===== config.mk =====
export PLATFORM = sky130hd
export DESIGN_NAME = packet_rx_parser_flat
export DESIGN_NICKNAME = d
export VERILOG_FILES = /design/src/rtl/packet_rx_parser_if.sv /design/src/rtl/packet_rx_parser.sv /design/src/flat_wrapper.sv
export SDC_FILE = /design/constraint.sdc
export NUM_CORES = 1
export LEC_CHECK = 0
export BUFFER_PORTS_ARGS = -buffer_cell sky130_fd_sc_hd__buf_2
export CAP_MARGIN = 20
export CORE_MARGIN = 4
export CORE_UTILIZATION = 35
export DETAILED_ROUTE_END_ITERATION = 6
export SLEW_MARGIN = 10
export SYNTH_ARGS = -nofsm -noshare
export SYNTH_HDL_FRONTEND = slang
export SYNTH_SLANG_ARGS = --single-unit

===== constraint.sdc =====
create_clock -name clk -period 2.05 [get_ports clk]
set_clock_uncertainty 0.2 [all_clocks]
set_input_delay 0.1025 -clock clk [delete_from_list [all_inputs] [get_ports clk]]
set_output_delay 0.1025 -clock clk [all_outputs]
set_load 0.01 [all_outputs]

===== src/rtl/packet_rx_parser_if.sv =====
// Handshake bundles around packet_rx_parser: the serial receive word stream
// and the decoded node-info packet presented to the filter/neighbor logic.

interface pkt_rx_word_if #(
    parameter int unsigned WORD_WIDTH = 16
);
    logic                  rx_valid;
    logic                  rx_sop;
    logic [WORD_WIDTH-1:0] rx_data;
    logic                  rx_ready;

    modport master (
        output rx_valid,
        output rx_sop,
        output rx_data,
        input  rx_ready
    );

    modport slave (
        input  rx_valid,
        input  rx_sop,
        input  rx_data,
        output rx_ready
    );
endinterface

interface pkt_rx_info_if #(
    parameter int unsigned WORD_WIDTH = 16
);
    logic [2:0]            fPacketType;
    logic [WORD_WIDTH-1:0] fSourceID;
    logic [WORD_WIDTH-1:0] fDestinationID;
    logic [WORD_WIDTH-1:0] fSourceHops;
    logic [WORD_WIDTH-1:0] fEnergyLeft;
    logic [WORD_WIDTH-1:0] fQValue;
    logic [WORD_WIDTH-1:0] fChosenCH;
    logic [WORD_WIDTH-1:0] fHopsFromCH;
    logic                  iAmDestination;
    logic                  f_valid;
    logic                  f_ack;

    modport master (
        output fPacketType,
        output fSourceID,
        output fDestinationID,
        output fSourceHops,
        output fEnergyLeft,
        output fQValue,
        output fChosenCH,
        output fHopsFromCH,
        output iAmDestination,
        output f_valid,
        input  f_ack
    );

    modport slave (
        input  fPacketType,
        input  fSourceID,
        input  fDestinationID,
        input  fSourceHops,
        input  fEnergyLeft,
        input  fQValue,
        input  fChosenCH,
        input  fHopsFromCH,
        input  iAmDestination,
        input  f_valid,
        output f_ack
    );
endinterface


===== src/rtl/packet_rx_parser.sv =====
// Assembles one fixed-format node-info packet from serial words, filters on
// type/destination and holds the decoded fields until acknowledged.
// Optional trailing checksum word enabled by defining PKT_RX_CHECKSUM_EN.

module packet_rx_parser #(
    parameter int unsigned           WORD_WIDTH = 16,
    parameter logic [WORD_WIDTH-1:0] BCAST_ID   = 16'hFFFF
) (
    input  logic                  clk,
    input  logic                  nrst,
    input  logic [WORD_WIDTH-1:0] myNodeID,
    pkt_rx_word_if.slave          rx,
    pkt_rx_info_if.master         info,
    output logic [7:0]            drop_count
);

`ifdef PKT_RX_CHECKSUM_EN
    localparam int unsigned      IDX_W    = 4;
    localparam logic [IDX_W-1:0] IDX_ONE  = 4'd1;
    localparam logic [IDX_W-1:0] LAST_IDX = 4'd8;
`else
    localparam int unsigned      IDX_W    = 3;
    localparam logic [IDX_W-1:0] IDX_ONE  = 3'd1;
    localparam logic [IDX_W-1:0] LAST_IDX = 3'd7;
`endif

    localparam logic [WORD_WIDTH-1:0] ALL_ONES = {WORD_WIDTH{1'b1}};

    typedef enum logic [1:0] {
        S_IDLE    = 2'd0,
        S_COLLECT = 2'd1,
        S_HOLD    = 2'd2
    } state_t;

    function automatic logic [7:0] sat_inc(input logic [7:0] cnt);
        if (cnt == 8'hFF) begin
            return 8'hFF;
        end else begin
            return cnt + 8'd1;
        end
    endfunction

`ifdef PKT_RX_CHECKSUM_EN
    function automatic logic [WORD_WIDTH-1:0] csum_add(
        input logic [WORD_WIDTH-1:0] acc,
        input logic [WORD_WIDTH-1:0] word
    );
        return acc + word;
    endfunction
`endif

    state_t                 state_r;
    logic [IDX_W-1:0]       idx_r;
    logic                   rx_ready_r;
    logic                   f_valid_r;
    logic [7:0]             drop_r;

    // Shadow copies of the packet in flight
    logic [2:0]             sh_type_r;
    logic [WORD_WIDTH-1:0]  sh_src_r;
    logic [WORD_WIDTH-1:0]  sh_dst_r;
    logic [WORD_WIDTH-1:0]  sh_hops_r;
    logic [WORD_WIDTH-1:0]  sh_energy_r;
    logic [WORD_WIDTH-1:0]  sh_q_r;
    logic [WORD_WIDTH-1:0]  sh_ch_r;
`ifdef PKT_RX_CHECKSUM_EN
    logic [WORD_WIDTH-1:0]  sh_chh_r;
    logic [WORD_WIDTH-1:0]  sum_r;
`endif

    logic [2:0]             out_type_r;
    logic [WORD_WIDTH-1:0]  out_src_r;
    logic [WORD_WIDTH-1:0]  out_dst_r;
    logic [WORD_WIDTH-1:0]  out_hops_r;
    logic [WORD_WIDTH-1:0]  out_energy_r;
    logic [WORD_WIDTH-1:0]  out_q_r;
    logic [WORD_WIDTH-1:0]  out_ch_r;
    logic [WORD_WIDTH-1:0]  out_chh_r;
    logic                   out_iam_r;

    logic                   xfer_s;
    logic                   accept_s;
    logic [WORD_WIDTH-1:0]  last_chh_s;

    // Transfer qualification and acceptance of a completing packet
    always_comb begin
        xfer_s     = rx.rx_valid && rx_ready_r;
        accept_s   = (sh_type_r != 3'b111) &&
                     ((sh_dst_r == myNodeID) || (sh_dst_r == BCAST_ID));
`ifdef PKT_RX_CHECKSUM_EN
        accept_s   = accept_s && (rx.rx_data == sum_r);
        last_chh_s = sh_chh_r;
`else
        // Without a checksum the final word is the hops-from-CH field itself
        last_chh_s = rx.rx_data;
`endif
    end

    // Receive FSM, shadow capture, output latch and drop counter
    always_ff @(posedge clk or negedge nrst) begin
        if (!nrst) begin
            state_r      <= S_IDLE;
            idx_r        <= {IDX_W{1'b0}};
            rx_ready_r   <= 1'b1;
            f_valid_r    <= 1'b0;
            drop_r       <= 8'd0;
            sh_type_r    <= 3'b111;
            sh_src_r     <= ALL_ONES;
            sh_dst_r     <= ALL_ONES;
            sh_hops_r    <= ALL_ONES;
            sh_energy_r  <= ALL_ONES;
            sh_q_r       <= ALL_ONES;
            sh_ch_r      <= ALL_ONES;
`ifdef PKT_RX_CHECKSUM_EN
            sh_chh_r     <= ALL_ONES;
            sum_r        <= {WORD_WIDTH{1'b0}};
`endif
            out_type_r   <= 3'b111;
            out_src_r    <= ALL_ONES;
            out_dst_r    <= ALL_ONES;
            out_hops_r   <= ALL_ONES;
            out_energy_r <= ALL_ONES;
            out_q_r      <= ALL_ONES;
            out_ch_r     <= ALL_ONES;
            out_chh_r    <= ALL_ONES;
            out_iam_r    <= 1'b0;
        end else begin
            case (state_r)
                S_IDLE: begin
                    if (xfer_s && rx.rx_sop) begin
                        sh_type_r <= rx.rx_data[2:0];
`ifdef PKT_RX_CHECKSUM_EN
                        sum_r     <= rx.rx_data;
`endif
                        idx_r     <= IDX_ONE;
                        state_r   <= S_COLLECT;
                    end
                end
                S_COLLECT: begin
                    if (xfer_s) begin
                        if (rx.rx_sop) begin
                            // A new start word always wins, even in the last slot
                            drop_r    <= sat_inc(drop_r);
                            sh_type_r <= rx.rx_data[2:0];
`ifdef PKT_RX_CHECKSUM_EN
                            sum_r     <= rx.rx_data;
`endif
                            idx_r     <= IDX_ONE;
                        end else if (idx_r == LAST_IDX) begin
                            idx_r <= {IDX_W{1'b0}};
                            if (accept_s) begin
                                out_type_r   <= sh_type_r;
                                out_src_r    <= sh_src_r;
                                out_dst_r    <= sh_dst_r;
                                out_hops_r   <= sh_hops_r;
                                out_energy_r <= sh_energy_r;
                                out_q_r      <= sh_q_r;
                                out_ch_r     <= sh_ch_r;
                                out_chh_r    <= last_chh_s;
                                out_iam_r    <= (sh_dst_r == myNodeID);
                                f_valid_r    <= 1'b1;
                                rx_ready_r   <= 1'b0;
                                state_r      <= S_HOLD;
                            end else begin
                                drop_r  <= sat_inc(drop_r);
                                state_r <= S_IDLE;
                            end
                        end else begin
                            case (idx_r[2:0])
                                3'd1:    sh_src_r    <= rx.rx_data;
                                3'd2:    sh_dst_r    <= rx.rx_data;
                                3'd3:    sh_hops_r   <= rx.rx_data;
                                3'd4:    sh_energy_r <= rx.rx_data;
                                3'd5:    sh_q_r      <= rx.rx_data;
                                3'd6:    sh_ch_r     <= rx.rx_data;
`ifdef PKT_RX_CHECKSUM_EN
                                3'd7:    sh_chh_r    <= rx.rx_data;
`endif
                                default: sh_src_r    <= sh_src_r;
                            endcase
`ifdef PKT_RX_CHECKSUM_EN
                            sum_r <= csum_add(sum_r, rx.rx_data);
`endif
                            idx_r <= idx_r + IDX_ONE;
                        end
                    end
                end
                S_HOLD: begin
                    if (info.f_ack) begin
                        f_valid_r  <= 1'b0;
                        rx_ready_r <= 1'b1;
                        state_r    <= S_IDLE;
                    end
                end
                default: begin
                    state_r    <= S_IDLE;
                    idx_r      <= {IDX_W{1'b0}};
                    f_valid_r  <= 1'b0;
                    rx_ready_r <= 1'b1;
                end
            endcase
        end
    end

    assign rx.rx_ready          = rx_ready_r;
    assign info.f_valid         = f_valid_r;
    assign info.fPacketType     = out_type_r;
    assign info.fSourceID       = out_src_r;
    assign info.fDestinationID  = out_dst_r;
    assign info.fSourceHops     = out_hops_r;
    assign info.fEnergyLeft     = out_energy_r;
    assign info.fQValue         = out_q_r;
    assign info.fChosenCH       = out_ch_r;
    assign info.fHopsFromCH     = out_chh_r;
    assign info.iAmDestination  = out_iam_r;
    assign drop_count           = drop_r;

endmodule


===== src/flat_wrapper.sv =====
// flat-port wrapper written by rule: the top's interface ports become plain ports
module packet_rx_parser_flat 
#(
    parameter int unsigned           WORD_WIDTH = 16,
    parameter logic [WORD_WIDTH-1:0] BCAST_ID   = 16'hFFFF
)
  (clk, nrst, myNodeID, drop_count, rx_rx_valid, rx_rx_sop, rx_rx_data, rx_rx_ready, info_fPacketType, info_fSourceID, info_fDestinationID, info_fSourceHops, info_fEnergyLeft, info_fQValue, info_fChosenCH, info_fHopsFromCH, info_iAmDestination, info_f_valid, info_f_ack);
  pkt_rx_word_if #(.WORD_WIDTH(WORD_WIDTH)) rx_i ();
  pkt_rx_info_if #(.WORD_WIDTH(WORD_WIDTH)) info_i ();
  input  logic clk;
  input  logic nrst;
  input  logic [WORD_WIDTH-1:0] myNodeID;
  output logic [7:0] drop_count;
  input wire logic [$bits(rx_i.rx_valid)-1:0] rx_rx_valid;
  input wire logic [$bits(rx_i.rx_sop)-1:0] rx_rx_sop;
  input wire logic [$bits(rx_i.rx_data)-1:0] rx_rx_data;
  output wire logic [$bits(rx_i.rx_ready)-1:0] rx_rx_ready;
  output wire logic [$bits(info_i.fPacketType)-1:0] info_fPacketType;
  output wire logic [$bits(info_i.fSourceID)-1:0] info_fSourceID;
  output wire logic [$bits(info_i.fDestinationID)-1:0] info_fDestinationID;
  output wire logic [$bits(info_i.fSourceHops)-1:0] info_fSourceHops;
  output wire logic [$bits(info_i.fEnergyLeft)-1:0] info_fEnergyLeft;
  output wire logic [$bits(info_i.fQValue)-1:0] info_fQValue;
  output wire logic [$bits(info_i.fChosenCH)-1:0] info_fChosenCH;
  output wire logic [$bits(info_i.fHopsFromCH)-1:0] info_fHopsFromCH;
  output wire logic [$bits(info_i.iAmDestination)-1:0] info_iAmDestination;
  output wire logic [$bits(info_i.f_valid)-1:0] info_f_valid;
  input wire logic [$bits(info_i.f_ack)-1:0] info_f_ack;
  assign rx_i.rx_valid = rx_rx_valid;
  assign rx_i.rx_sop = rx_rx_sop;
  assign rx_i.rx_data = rx_rx_data;
  assign rx_rx_ready = rx_i.rx_ready;
  assign info_fPacketType = info_i.fPacketType;
  assign info_fSourceID = info_i.fSourceID;
  assign info_fDestinationID = info_i.fDestinationID;
  assign info_fSourceHops = info_i.fSourceHops;
  assign info_fEnergyLeft = info_i.fEnergyLeft;
  assign info_fQValue = info_i.fQValue;
  assign info_fChosenCH = info_i.fChosenCH;
  assign info_fHopsFromCH = info_i.fHopsFromCH;
  assign info_iAmDestination = info_i.iAmDestination;
  assign info_f_valid = info_i.f_valid;
  assign info_i.f_ack = info_f_ack;
  packet_rx_parser #(.WORD_WIDTH(WORD_WIDTH), .BCAST_ID(BCAST_ID)) u_core (.clk(clk), .nrst(nrst), .myNodeID(myNodeID), .rx(rx_i), .info(info_i), .drop_count(drop_count));
endmodule

==> run metrics <==
run status=complete, but fails checks; violations in the final reports=setup timing; source of the critical timing path=u_core.sh_dst_r[2]$_DFFE_PN1P_; overall overflow remaining after global route=0; count of antenna-violating nets left after detailed routing=0; effective utilization at floorplan=35.9%; top cell type's share of synthesized area=59.9%; min cycle time layout=2.44 ns; Worst setup SP type=flip-flop; Slew Limit Fails=0; FFs w/ async S/R, synth=100%; leading cell type by number of instances after synthesis=sky130_fd_sc_hd__dfstp_2; number of synthesized register bits=230; combinational cell fraction of total power=15.9%; number of H-tree levels=1; Die Ht=172 um; IO Count=163; EDFF count, synth=0; switching share of total power=23.9%; WP buf/inv=3; CTS root buf=sky130_fd_sc_hd__clkbuf_16; number of maximum-capacitance violations=0; post-synth cell types=32; Crit path arrival time=2.69 ns; critical path depth=8; dominant register cell in the synthesized netlist=sky130_fd_sc_hd__dfstp_2; syn_nets=634; Fin Hold WS=0.0222 ns; combinational family with the most area after synthesis=multiplexers; filler instances=2295; maximum number of buffers from clock root to sink=3; Worst Tran Pin Value=0.402 ns; share of synthesized area occupied by flip-flops and latches=63.9%; post-synthesis xor/xnor area fraction=1.49%; fraction of the mapped netlist area in simple logic gates=3.58%; post-layout power=13400 uW; Non-Filler Instances=1202; synthesis-to-finish area growth=35.0%; Power Dens Cells=1050 nW/um2; maximum number of pins on one net before global-route repair=49; first-pass GRT wire length=35400 um; number of antenna violations at the first check in global routing=0; total detailed-routing wirelength=23300 um; clock insertion delay at the later pin of the skew report=0.52 ns; footprint of the multi-input gates=3420 um2; category of the most critical setup path=reg2reg; number of buffers inserted during clock tree synthesis=26; Max FO, Critical Path=9; horizontal extent of the die=172 um; instance count after placement with tap cells included=1116; top cells by count, synth=sky130_fd_sc_hd__dfstp_2, sky130_fd_sc_hd__mux2_2, sky130_fd_sc_hd__nand2_1, sky130_fd_sc_hd__buf_2, sky130_fd_sc_hd__mux2_4; required time at the endpoint of the critical path=2.30 ns; Post-DP HPWL=14600 um; worst slew margin relative to its limit=73.2%; Internal Pwr Total=10200 uW; number of standard-cell rows in the floorplan=59; hold path depth=6; worst min path class=in2reg; critical path cell sequence=xor2_2 -> nor4_2 -> buf_4 -> and4_4 -> o2111ai_4 -> buf_12 -> clkbuf_16 -> mux2_4; number of detailed-routing iterations run before antenna repair=4; total number of vias=5723; worst vdd ir=0.000552 V; # nets final=894; part of the power in registers=48.6%; power dissipated by switching net loads=3210 uW; launch point of the worst reg-to-reg path=u_core.sh_dst_r[2]$_DFFE_PN1P_; clock-pin slew on the worst setup and hold paths=0.06 ns; average via count per standard cell=4.76; number of global-route vias before repair=6066; Syn Inst Count=590; DR iter-0 viols=250; R2R setup slack=-0.39 ns; share of the synthesized area in compound gates (AO/OA/AOI/OAI)=1.39%; WL/cell=19.4 um; Synth Area in Adders=0.929%; final estimated routing congestion in global placement=0.736; die area=29600 um2; number of synthesis warnings=0; portion of total power attributed to the clock network=35.4%; sequential standard cell area=6020 um2; Largest stage delay, worst path=0.56 ns; count of input and output buffers=162; category of the worst setup path capture point=flip-flop; number of DRC violations after detailed routing=0; cell area after synthesis=9420 um2; hold path startpoint=myNodeID[0]; Floorplan Core Area=26300 um2; Final Hold Vio Count=0; number of cells on the worst reg-to-reg path=8; Crit-path slowest cell=sky130_fd_sc_hd__dfstp_2; unrepaired setup endpoints after global routing=true; diode insertion count for antenna repair=0; TritonCTS clock tree=done; mux share of post-synthesis cell area=26.9%; average size of a mapped cell=16.0 um2; highest achievable clock rate=0.410 GHz; final worst path period share=119%; final setup violation count=169; largest cells by area after synthesis=sky130_fd_sc_hd__dfstp_2, sky130_fd_sc_hd__mux2_2, sky130_fd_sc_hd__dfrtp_1; ratio of cells with drive above 1 in the final layout=84.5%; global-route total usage across every layer=15.4%; final worst-path setup slack=-0.390 ns; cell leakage power=0.00593 uW; cell type with the highest aggregate area in the netlist=sky130_fd_sc_hd__dfstp_2; CTS sink cnt=230; family of cells with the greatest summed delay on the critical path=flip-flops
[placed cells by master (no fill, tap or decap), types with 3 or more instances in the layout]
cell                            netlist  final
sky130_fd_sc_hd__dfstp_2            215    215
sky130_fd_sc_hd__mux2_2             201    197
sky130_fd_sc_hd__buf_2               17    161
sky130_fd_sc_hd__buf_4                0     43
sky130_fd_sc_hd__clkbuf_16            0     29
sky130_fd_sc_hd__mux2_4              17     21
sky130_fd_sc_hd__dlygate4sd3_1        0     21
sky130_fd_sc_hd__nand2_1             21     17
sky130_fd_sc_hd__xor2_1              16     15
sky130_fd_sc_hd__dfrtp_1             15     15
sky130_fd_sc_hd__buf_12               0     13
sky130_fd_sc_hd__nor2_1              10     10
sky130_fd_sc_hd__buf_6                3      9
sky130_fd_sc_hd__clkbuf_8             0      8
sky130_fd_sc_hd__inv_1                7      7
sky130_fd_sc_hd__nand4_1              7      7
sky130_fd_sc_hd__o21ai_0              8      6
sky130_fd_sc_hd__ha_1                 7      6
sky130_fd_sc_hd__buf_16               0      6
sky130_fd_sc_hd__nand3_1              7      5
sky130_fd_sc_hd__nor4_2               0      4
sky130_fd_sc_hd__clkbuf_1             5      4
sky130_fd_sc_hd__nand3_4              0      3
[worst min-delay path, delay by kind of cell]
| kind | cells | cell delay [ns] |
|---|---|---|
| buf+inv | 2 | 0.22 |
| simple gates | 2 | 0.15 |
| xor+xnor | 1 | 0.13 |
| compound gates | 1 | 0.09 |
[repair_timing]
item,CTS,global route
endpoints found under the hold margin,352,0
buffers inserted,11,1
pin swaps,9,2
hold buffers,21,0
setup endpoints to repair,181,223
gates cloned,6,2
resized for setup,43,12
[cell families after synthesis]
logic type / after synthesis
fa+ha+maj: 7
xor+xnor: 16
mux: 220
flops: 230
buf+inv: 32
simple gates: 64
compound gates: 21
[area by class of cell]
type                       instances  area share [%]
sequential                       230            47.3
multi-input combinational        328            26.9
clock buffer                      39            6.29
tap                              335            3.29
inverter                           7           0.206
timing repair buffer             257            15.3
clock inverter                     6           0.688
[per-stage QoR]
step / util [%] / cell area [um2] / setup WS, ns / setup TNS (ns)
after floorplan: - / 9490 / -0.212 / -12.27
after global placement: 42.2 / 11100 / -0.437 / -51.67
after detailed placement: 42.2 / 11100 / -0.445 / -50.90
after CTS: 48.0 / 12600 / -0.393 / -48.38
after global routing: 48.4 / 12700 / -0.484 / -63.59
final: 48.4 / 12700 / -0.390 / -44.61
[power groups by stage]
| stage | Sequential (uW) | Clock [uW] | Combinational, uW |
|---|---|---|---|
| 6_report | 6520 | 4750 | 2140 |
| 5_1_grt | 6640 | 5080 | 2350 |
| 4_1_cts | 6500 | 4890 | 2130 |
| 3_5_place_dp | 6570 | 0 | 1980 |
| 3_3_place_gp | 6540 | 0 | 1940 |
| 2_1_floorplan | 6490 | 0 | 1140 |
[worst paths after layout]
| check | endpoint |
|---|---|
| hold reg to reg | u_core.info.f_valid$_DFFE_PN0P_ |
| min in group asynchronous | u_core.info.fSourceID[11]$_DFFE_PN1P_ |
| setup reg to reg | u_core.info.fSourceHops[10]$_DFFE_PN1P_ |
| hold / removal | u_core.info.iAmDestination$_DFFE_PN0P_ |
| setup / recovery | u_core.info.fSourceHops[10]$_DFFE_PN1P_ |
| max in group asynchronous | u_core.info.iAmDestination$_DFFE_PN0P_ |
[per-layer routing]
metal	vias up	track usage (%)	part of all wire, %
met5	-	0	0
met4	0	3.52	1.9
met3	30	2.97	4.6
met2	116	25.0	48
met1	2952	21.4	46
li1	2625	-	-
No activity file was read; power rests on OpenSTA's default activity.
